**src/rtl/regfile_write_arbiter_pkg.sv**
```systemverilog
// Shared constants, types and helpers for the register-file write arbiter.
// Build option: REGFILE_ARB_RR_EN selects round-robin instead of fixed priority.
package regfile_arb_pkg;

    localparam int unsigned NUM_REQ = 3;

    typedef logic [1:0] grant_idx_t;

    localparam grant_idx_t REQ_ALU = 2'd0;
    localparam grant_idx_t REQ_MEM = 2'd1;
    localparam grant_idx_t REQ_MDU = 2'd2;

    // Encode a one-hot (or empty) grant vector; empty maps to REQ_ALU and is
    // only meaningful together with a non-zero grant vector.
    function automatic grant_idx_t onehot_to_idx(input logic [NUM_REQ-1:0] oh);
        grant_idx_t idx;
        idx = REQ_ALU;
        if (oh[REQ_MEM]) idx = REQ_MEM;
        if (oh[REQ_MDU]) idx = REQ_MDU;
        return idx;
    endfunction

    // True when at least two requesters are asking in the same cycle.
    function automatic logic multi_req(input logic [NUM_REQ-1:0] r);
        return (r[0] & r[1]) | (r[0] & r[2]) | (r[1] & r[2]);
    endfunction

endpackage

```
**src/rtl/regfile_write_arbiter_if.sv**
```systemverilog
// Bundle of the three writeback handshakes, the register-file write port and
// the contention counter. master = writeback side, slave = arbiter.
// Build option: REGFILE_ARB_RR_EN (affects the arbiter only).
interface regfile_write_arbiter_if #(
    parameter int unsigned DATA_W = 32,
    parameter int unsigned ADDR_W = 5,
    parameter int unsigned CNT_W  = 16
) ();

    logic              alu_valid;
    logic              alu_ready;
    logic [ADDR_W-1:0] alu_waddr;
    logic [DATA_W-1:0] alu_wdata;

    logic              mem_valid;
    logic              mem_ready;
    logic [ADDR_W-1:0] mem_waddr;
    logic [DATA_W-1:0] mem_wdata;

    logic              mdu_valid;
    logic              mdu_ready;
    logic [ADDR_W-1:0] mdu_waddr;
    logic [DATA_W-1:0] mdu_wdata;

    logic              w_en;
    logic [ADDR_W-1:0] waddr;
    logic [DATA_W-1:0] data_in;

    logic              conflict_clr;
    logic [CNT_W-1:0]  conflict_cnt;

    modport master (
        output alu_valid, alu_waddr, alu_wdata,
        output mem_valid, mem_waddr, mem_wdata,
        output mdu_valid, mdu_waddr, mdu_wdata,
        output conflict_clr,
        input  alu_ready, mem_ready, mdu_ready,
        input  w_en, waddr, data_in, conflict_cnt
    );

    modport slave (
        input  alu_valid, alu_waddr, alu_wdata,
        input  mem_valid, mem_waddr, mem_wdata,
        input  mdu_valid, mdu_waddr, mdu_wdata,
        input  conflict_clr,
        output alu_ready, mem_ready, mdu_ready,
        output w_en, waddr, data_in, conflict_cnt
    );

endinterface

```
**src/rtl/regfile_write_arbiter_rr_arbiter3.sv**
```systemverilog
// Three-way grant selection, purely combinational.
// REGFILE_ARB_RR_EN defined: round-robin starting after last_grant.
// Otherwise: fixed priority MEM > MDU > ALU, last_grant ignored.
module rr_arbiter3
    import regfile_arb_pkg::*;
(
    input  logic [NUM_REQ-1:0] req,
    input  grant_idx_t         last_grant,
    output logic [NUM_REQ-1:0] grant
);

`ifdef REGFILE_ARB_RR_EN
    // Search order rotates so the most recent winner is checked last.
    always_comb begin
        grant = '0;
        unique case (last_grant)
            REQ_ALU: begin
                if (req[REQ_MEM])      grant[REQ_MEM] = 1'b1;
                else if (req[REQ_MDU]) grant[REQ_MDU] = 1'b1;
                else if (req[REQ_ALU]) grant[REQ_ALU] = 1'b1;
            end
            REQ_MEM: begin
                if (req[REQ_MDU])      grant[REQ_MDU] = 1'b1;
                else if (req[REQ_ALU]) grant[REQ_ALU] = 1'b1;
                else if (req[REQ_MEM]) grant[REQ_MEM] = 1'b1;
            end
            default: begin
                if (req[REQ_ALU])      grant[REQ_ALU] = 1'b1;
                else if (req[REQ_MEM]) grant[REQ_MEM] = 1'b1;
                else if (req[REQ_MDU]) grant[REQ_MDU] = 1'b1;
            end
        endcase
    end
`else
    logic unused_last_grant;
    assign unused_last_grant = ^last_grant;

    // Loads win first to shorten load-use stalls.
    always_comb begin
        grant = '0;
        if (req[REQ_MEM])      grant[REQ_MEM] = 1'b1;
        else if (req[REQ_MDU]) grant[REQ_MDU] = 1'b1;
        else if (req[REQ_ALU]) grant[REQ_ALU] = 1'b1;
    end
`endif

endmodule

```
**src/rtl/regfile_write_arbiter.sv**
```systemverilog
// Shares the register-file write port between ALU, load unit and mult/div.
// One grant per cycle, registered write stage, saturating contention counter.
// Build option: REGFILE_ARB_RR_EN selects round-robin arbitration.
module regfile_write_arbiter
    import regfile_arb_pkg::*;
#(
    parameter int unsigned DATA_W = 32,
    parameter int unsigned ADDR_W = 5,
    parameter int unsigned CNT_W  = 16
) (
    input logic                   clock,
    input logic                   nreset,
    regfile_write_arbiter_if.slave bus
);

    localparam logic [CNT_W-1:0] CntMax = '1;

    logic [NUM_REQ-1:0] req;
    logic [NUM_REQ-1:0] grant;
    grant_idx_t         grant_idx;
    grant_idx_t         last_grant;
    logic [ADDR_W-1:0]  sel_addr;
    logic [DATA_W-1:0]  sel_data;

    logic               w_en_q;
    logic [ADDR_W-1:0]  waddr_q;
    logic [DATA_W-1:0]  data_q;
    logic [CNT_W-1:0]   cnt_q;

    assign req = {bus.mdu_valid, bus.mem_valid, bus.alu_valid};

    rr_arbiter3 u_arb (
        .req        (req),
        .last_grant (last_grant),
        .grant      (grant)
    );

    assign bus.alu_ready = grant[REQ_ALU];
    assign bus.mem_ready = grant[REQ_MEM];
    assign bus.mdu_ready = grant[REQ_MDU];

    // Route the granted source's address and data toward the output stage.
    always_comb begin
        grant_idx = onehot_to_idx(grant);
        sel_addr  = bus.alu_waddr;
        sel_data  = bus.alu_wdata;
        unique case (grant_idx)
            REQ_MEM: begin
                sel_addr = bus.mem_waddr;
                sel_data = bus.mem_wdata;
            end
            REQ_MDU: begin
                sel_addr = bus.mdu_waddr;
                sel_data = bus.mdu_wdata;
            end
            default: begin
                sel_addr = bus.alu_waddr;
                sel_data = bus.alu_wdata;
            end
        endcase
    end

    // Remember the last winner; only a completed transfer moves it.
    always_ff @(posedge clock or negedge nreset) begin
        if (!nreset) begin
            last_grant <= REQ_MDU;
        end else if (|grant) begin
            last_grant <= grant_idx;
        end
    end

    // Output stage: writes to r0 complete the handshake but never reach the file.
    always_ff @(posedge clock or negedge nreset) begin
        if (!nreset) begin
            w_en_q  <= 1'b0;
            waddr_q <= '0;
            data_q  <= '0;
        end else if ((|grant) && (sel_addr != '0)) begin
            w_en_q  <= 1'b1;
            waddr_q <= sel_addr;
            data_q  <= sel_data;
        end else begin
            w_en_q  <= 1'b0;
        end
    end

    // Count contention cycles; clear takes precedence over an increment.
    always_ff @(posedge clock or negedge nreset) begin
        if (!nreset) begin
            cnt_q <= '0;
        end else if (bus.conflict_clr) begin
            cnt_q <= '0;
        end else if (multi_req(req) && (cnt_q != CntMax)) begin
            cnt_q <= cnt_q + 1'b1;
        end
    end

    assign bus.w_en         = w_en_q;
    assign bus.waddr        = waddr_q;
    assign bus.data_in      = data_q;
    assign bus.conflict_cnt = cnt_q;

endmodule
```
**src/flat_wrapper.sv**
```systemverilog
// flat-port wrapper written by rule: the top's interface ports become plain ports
module regfile_write_arbiter_flat import regfile_arb_pkg::*;
#(
    parameter int unsigned DATA_W = 32,
    parameter int unsigned ADDR_W = 5,
    parameter int unsigned CNT_W  = 16
)
  (clock, nreset, bus_alu_valid, bus_alu_waddr, bus_alu_wdata, bus_mem_valid, bus_mem_waddr, bus_mem_wdata, bus_mdu_valid, bus_mdu_waddr, bus_mdu_wdata, bus_conflict_clr, bus_alu_ready, bus_mem_ready, bus_mdu_ready, bus_w_en, bus_waddr, bus_data_in, bus_conflict_cnt);
  regfile_write_arbiter_if #(.DATA_W(DATA_W), .ADDR_W(ADDR_W), .CNT_W(CNT_W)) bus_i ();
  input logic clock;
  input logic nreset;
  input wire logic [$bits(bus_i.alu_valid)-1:0] bus_alu_valid;
  input wire logic [$bits(bus_i.alu_waddr)-1:0] bus_alu_waddr;
  input wire logic [$bits(bus_i.alu_wdata)-1:0] bus_alu_wdata;
  input wire logic [$bits(bus_i.mem_valid)-1:0] bus_mem_valid;
  input wire logic [$bits(bus_i.mem_waddr)-1:0] bus_mem_waddr;
  input wire logic [$bits(bus_i.mem_wdata)-1:0] bus_mem_wdata;
  input wire logic [$bits(bus_i.mdu_valid)-1:0] bus_mdu_valid;
  input wire logic [$bits(bus_i.mdu_waddr)-1:0] bus_mdu_waddr;
  input wire logic [$bits(bus_i.mdu_wdata)-1:0] bus_mdu_wdata;
  input wire logic [$bits(bus_i.conflict_clr)-1:0] bus_conflict_clr;
  output wire logic [$bits(bus_i.alu_ready)-1:0] bus_alu_ready;
  output wire logic [$bits(bus_i.mem_ready)-1:0] bus_mem_ready;
  output wire logic [$bits(bus_i.mdu_ready)-1:0] bus_mdu_ready;
  output wire logic [$bits(bus_i.w_en)-1:0] bus_w_en;
  output wire logic [$bits(bus_i.waddr)-1:0] bus_waddr;
  output wire logic [$bits(bus_i.data_in)-1:0] bus_data_in;
  output wire logic [$bits(bus_i.conflict_cnt)-1:0] bus_conflict_cnt;
  assign bus_i.alu_valid = bus_alu_valid;
  assign bus_i.alu_waddr = bus_alu_waddr;
  assign bus_i.alu_wdata = bus_alu_wdata;
  assign bus_i.mem_valid = bus_mem_valid;
  assign bus_i.mem_waddr = bus_mem_waddr;
  assign bus_i.mem_wdata = bus_mem_wdata;
  assign bus_i.mdu_valid = bus_mdu_valid;
  assign bus_i.mdu_waddr = bus_mdu_waddr;
  assign bus_i.mdu_wdata = bus_mdu_wdata;
  assign bus_i.conflict_clr = bus_conflict_clr;
  assign bus_alu_ready = bus_i.alu_ready;
  assign bus_mem_ready = bus_i.mem_ready;
  assign bus_mdu_ready = bus_i.mdu_ready;
  assign bus_w_en = bus_i.w_en;
  assign bus_waddr = bus_i.waddr;
  assign bus_data_in = bus_i.data_in;
  assign bus_conflict_cnt = bus_i.conflict_cnt;
  regfile_write_arbiter #(.DATA_W(DATA_W), .ADDR_W(ADDR_W), .CNT_W(CNT_W)) u_core (.clock(clock), .nreset(nreset), .bus(bus_i));
endmodule
```
**config.mk**
```make
export PLATFORM = sky130hd
export DESIGN_NAME = regfile_write_arbiter_flat
export DESIGN_NICKNAME = d
export VERILOG_FILES = /design/src/rtl/regfile_write_arbiter_pkg.sv /design/src/rtl/regfile_write_arbiter_if.sv /design/src/rtl/regfile_write_arbiter_rr_arbiter3.sv /design/src/rtl/regfile_write_arbiter.sv /design/src/flat_wrapper.sv
export SDC_FILE = /design/constraint.sdc
export NUM_CORES = 1
export LEC_CHECK = 0
export BUFFER_PORTS_ARGS = -buffer_cell sky130_fd_sc_hd__buf_2
export CORE_AREA = 2 2 105 82
export DETAILED_ROUTE_END_ITERATION = 6
export DIE_AREA = 0 0 107 84
export PLACE_DENSITY_LB_ADDON = 0.08
export REMOVE_ABC_BUFFERS = 1
export SYNTH_ARGS = -nofsm -noshare
export SYNTH_HDL_FRONTEND = slang
export SYNTH_SLANG_ARGS = --single-unit
export TNS_END_PERCENT = 30
```
**constraint.sdc**
```tcl
create_clock -name clock -period 1.8 [get_ports clock]
set_clock_uncertainty 0.15 [all_clocks]
set_input_delay 0.36 -clock clock [delete_from_list [all_inputs] [get_ports clock]]
set_output_delay 0.36 -clock clock [all_outputs]
set_load 0.005 [all_outputs]
```
---- Word-level counts from Yosys, hierarchy flattened ----
Cells that the tools add are included.
cells by class
  bitwise gates (word level) .............. 5
  reduce and logical (&&, ||, !) cells .... 5
  add/subtract/negate cells ............... 1
  muxes and demuxes ....................... 13
  equal/unequal tests ..................... 3
operator list
  kind                     number
  $pmux W32 S2             1
  $mux W16                 2
  $add A16 B1 Y16 const B  1
  $ne A16 B16 Y1 const B   1
  $pmux W5 S2              1
  $mux W1                  8
  $reduce_bool A5 Y1       1
  $and A1 B1 Y1            3
  $reduce_or A3 Y1         1
  $eq A2 B1 Y1 const B     1
  $eq A2 B2 Y1 const B     1
  $logic_and A1 B1 Y1      2
  $mux W2                  1
  $or A1 B1 Y1             2
  $reduce_bool A2 Y1       1
word-level totals
  logic and storage cells ................. 31
  register bits ........................... 54

---- Logic depth before layout (Yosys ltp) ----
  depth after elaboration ................. 8
  mapped depth ............................ 8

---- Cells and area by module ----
A second synthesis with hierarchy kept.
unflattened totals
  cell total of the unflattened synthesis .. 319
  area, all modules ....................... 3278.1 sq um
modules (own cells, without submodules)
  module                 times used  cells each  area an instance (sq um)
  regfile_write_arbiter  1           316         3251.9
  rr_arbiter3            1           3           26.3

---- Worst setup path after synthesis ----
No wires, ideal clock.
  path kind ............................... input -> register
  start point ............................. in bus_mdu_valid
  end point ............................... reg u_core.data_q[0] (netlist: u_core.bus.data_in[0])
  required time ........................... 1.525 ns
  stages .................................. 7
  data arrival time ....................... 1.741 ns
  library setup time ...................... 0.125 ns
  path buffers ............................ 2
  slack ................................... -0.216 ns
  path through ............................ buf_6 -> mux2i_1 -> o21ai_1 -> nor4_4 -> a21oi_4 -> buf_6 -> mux2_4
between the ends
  cells in the longest elaborated chain, start to end .. 7
RTL lines
  item                                                 RTL line                                 RTL
  start, declared                                      flat_wrapper.sv:18                       input wire logic [$bits(bus_i.mdu_valid)-1:0] bus_mdu_valid;
  $mux W1                                              regfile_write_arbiter_rr_arbiter3.sv:42  else if (req[REQ_MDU]) grant[REQ_MDU] = 1'b1;
  $mux W1                                              regfile_write_arbiter_rr_arbiter3.sv:41  if (req[REQ_MEM]) grant[REQ_MEM] = 1'b1;
  $mux W2                                              regfile_write_arbiter_pkg.sv:19          if (oh[REQ_MDU]) idx = REQ_MDU;
  $eq A2 B2 Y1 / $eq A2 B1 Y1 (equally long branches)  regfile_write_arbiter.sv:47              unique case (grant_idx)
  $pmux W5 S2                                          regfile_write_arbiter.sv:47
  $reduce_bool A5 Y1                                   regfile_write_arbiter.sv:78              end else if ((|grant) && (sel_addr != '0)) begin
  $logic_and A1 B1 Y1                                  regfile_write_arbiter.sv:78
  end signal, assigned                                 regfile_write_arbiter.sv:81              data_q <= sel_data;
  end, declared                                        regfile_write_arbiter.sv:27              logic [DATA_W-1:0] data_q;
Parallel ways exist; a longest one is shown, timed or not.
A chain may end at the register's enable or synchronous reset.

---- Worst setup path in the final report ----
  start point ............................. in bus_mdu_valid
  end point ............................... reg u_core.data_q[12] (netlist: u_core.bus.data_in[12])
Same word-level chain as after synthesis.

==> out/metrics.cfg <==
[critical_path]
worstPathArrival_ns = 1.94
cp_max_fo = 7
cp-end-kind = flip-flop
startpoint_type = primary input
crit_required_ns = 1.84
path_class = in -> reg
timing.critical_path.from = bus_mdu_valid
rr_startpoint = u_core.bus.conflict_cnt[0]

[timing]
timing.final.crit_share_pct = 105.5
period_minus_slack_ns = 1.900
finalHoldViolations = 0
fin_ws_ns = -0.09965
max_freq_ghz = 0.5264
rsz0062_at_grt = true
finalSetupViolCount = 28
tightestPinTransition_ns = 0.4360
slew_headroom_pct = 70.93
final-max-slew-violation-count = 0

[clocking]
clk_pin_slew_worst_paths_ns = 0.10
cts_buffers = 5
tritoncts = yes
cts_sinks = 54
h-tree-depth = 2
clock_latency_ns = 0.30
clk_path_buf_depth = 2
cts_root_buf = clkbuf_8

[power_and_ir_drop]
power.switching_mw = 0.7909
p_per_area_nw_per_um2 = 639.6
intPower_mw = 2.232
p_leak_nw = 2.549
clkPwrFrac_pct = 26.4
vdd_drop_max_mv = 0.3922
combPwrFrac_pct = 27.6
seqPwrFrac_pct = 46.0
p_sw_share_pct = 26.17
finalPower_mw = 3.023

[detailed_routing]
top_layer_used = met4
wl_met3_um = 599
drt_iter0_drc = 132
drcViolationCount = 0
wl_met1_mm = 4.342
drt_pass1_iterations = 4
viasPerCell = 4.795
ant_nets = 0
drt_wl_total_mm = 9.162
routed-wl-met2_mm = 4.157
vias = 2973
wire_per_inst_um = 14.78

[grt]
antenna_found_initial = 0
track_usage_pct = 20.05
grt_max_degree = 55
overflow = 0
grt_pass1_vias = 2911
grt_pass1_wl_mm = 14.12

[logic_synthesis]
synth_top_area_share_pct = 42.44
synth-seq-cells = 54
ys_seq_area_share_pct = 42.44
synth_cells = 307
synth-edff-count = 0
avgSynthCellArea_um2 = 10.37
synth_area_leaders = dfrtp_1 (42%), mux2_4 (12%), mux2i_1 (12%)
synth.yosys.warnings = 0
yosysUniqueCellTypes = 38
yosysTopAreaCell = dfrtp_1
synthFlopType = dfrtp_1
async_reset_ff_share_pct = 100.0
syn-cell-area_um2 = 3184

[min_path]
min-delay-start = bus_mem_wdata[2]
min_path_type = in -> reg

[job]
cap_violations = 0

[die]
num_rows = 29
io_pins = 174
fp.dieW_um = 107
initial_core_util_pct = 39.35
core_um2 = 8092
die_area_um2 = 8988
die_h_um = 84

[final_layout]
num_antenna_cells = 0
drive_gt1_share_pct = 52.34
n_fill_cell = 709
final_nets = 629
final_common_cell = buf_2
syn2layout_area_growth_pct = 48.41
final_cell_mix = buf_2 (171), dfrtp_1 (53), nand2_1 (45)

[placed_design]
pre_cts_ws_ns = -0.4285
place_congestion = 0.8163
hpwl_mm = 6.659
port_buffers = 173

[status]
status = complete, but fails checks
violations = setup timing

## path summary, 6_finish.rpt
check / to / slack [ns] / cells after the start
max in group asynchronous: u_core.bus.conflict_cnt[7] / 0.81 / 3
min: u_core.bus.data_in[2] / 0.25 / 4
min reg2reg: u_core.bus.data_in[3] / 0.36 / 1
min in group asynchronous: u_core.bus.data_in[8] / 0.44 / 3
max: u_core.bus.data_in[12] / -0.1 / 8
max reg2reg: u_core.bus.conflict_cnt[3] / -0.09 / 7
## routing by layer
layer | vias up | track usage, %
met1 | 1369 | 28.33
met5 | - | 0
li1 | 1491 | -
met4 | 0 | 3.778
met2 | 109 | 31.38
met3 | 4 | 5.074
## through the flow
stage	cell area (um2)	hold WS (ns)	std cells	TNS (ns)	util [%]
floorplan	3065	-0.08559	287	-18.80	-
global placement	4367	0.2320	603	-14.76	53.97
detailed placement	4367	0.2303	603	-16.77	53.97
CTS	4518	0.2331	613	-0.7783	55.84
global route	4726	0.2561	620	-2.817	58.40
finish	4726	0.2455	620	-1.755	58.40
## power groups by stage
stage	Combinational, mW	Clock, mW	Sequential (mW)
after floorplan	0.309	0	1.42
after global placement	0.743	0	1.42
after detailed placement	0.761	0	1.41
after CTS	0.773	0.824	1.39
after global routing	0.915	0.886	1.41
final	0.833	0.799	1.39
## sequential cells by signal, summed over array words and instances, names as in the netlist
name	flops
u_core.bus.conflict_cnt	16
u_core.bus.w_en	1
u_core.bus.data_in	32
u_core.bus.waddr	5
## cell families (layout without fill, tap and decap cells)
logic type      after synthesis  after routing  synth area share (%)
compound gates               58             58                 10.22
fa+ha+maj                     2              2                0.7072
simple gates                 87             87                 12.97
xor+xnor                     11             11                 3.025
mux                          70             70                 26.33
flops                        54             54                 42.44
buf+inv                      25            230                 4.322
## layout make-up
class / instances / area (um2) / share of cell area [%]
Inverter: 5 / 18.77 / 0.3971
Sequential cell: 54 / 1353 / 28.62
Multi-Input combinational cell: 228 / 1777 / 37.60
Tap cell: 108 / 135.1 / 2.859
Timing Repair Buffer: 217 / 1336 / 28.28
Clock buffer: 7 / 76.32 / 1.615
Clock inverter: 1 / 30.03 / 0.6354
## Yosys cell counts (2+ instances only)
master,n
a211oi_1,2
a21oi_1,4
and3_1,6
and4_1,2
buf_1,2
buf_2,2
buf_6,5
clkbuf_1,10
dfrtp_1,54
inv_1,5
mux2_1,4
mux2_2,2
mux2_4,26
mux2i_1,38
nand2_1,46
nand3_1,2
nand4_1,3
nor2_1,14
nor2b_1,2
nor3_1,3
nor4_1,2
o211ai_1,3
o21ai_0,37
o21ai_1,8
or3_1,3
xnor2_1,6
xor2_1,5
## worst max-delay path: stages
cell	delay (ns)
buf_16	0.12
mux2i_4	0.25
o21ai_4	0.09
nor4_4	0.37
a21oi_4	0.14
buf_12	0.16
clkbuf_16	0.15
mux2_4	0.29
## repair_timing
| item | CTS | global route |
|---|---|---|
| hold buffers | 1 | 0 |
| endpoints found under the hold margin | 54 | 0 |
| setup buffers | 1 | 5 |
| endpoints found under the setup margin | 40 | 44 |
| pin swaps | 3 | 10 |
| resized for setup | 7 | 23 |
| gates cloned | 0 | 4 |
(Power assumes the default switching activity.)
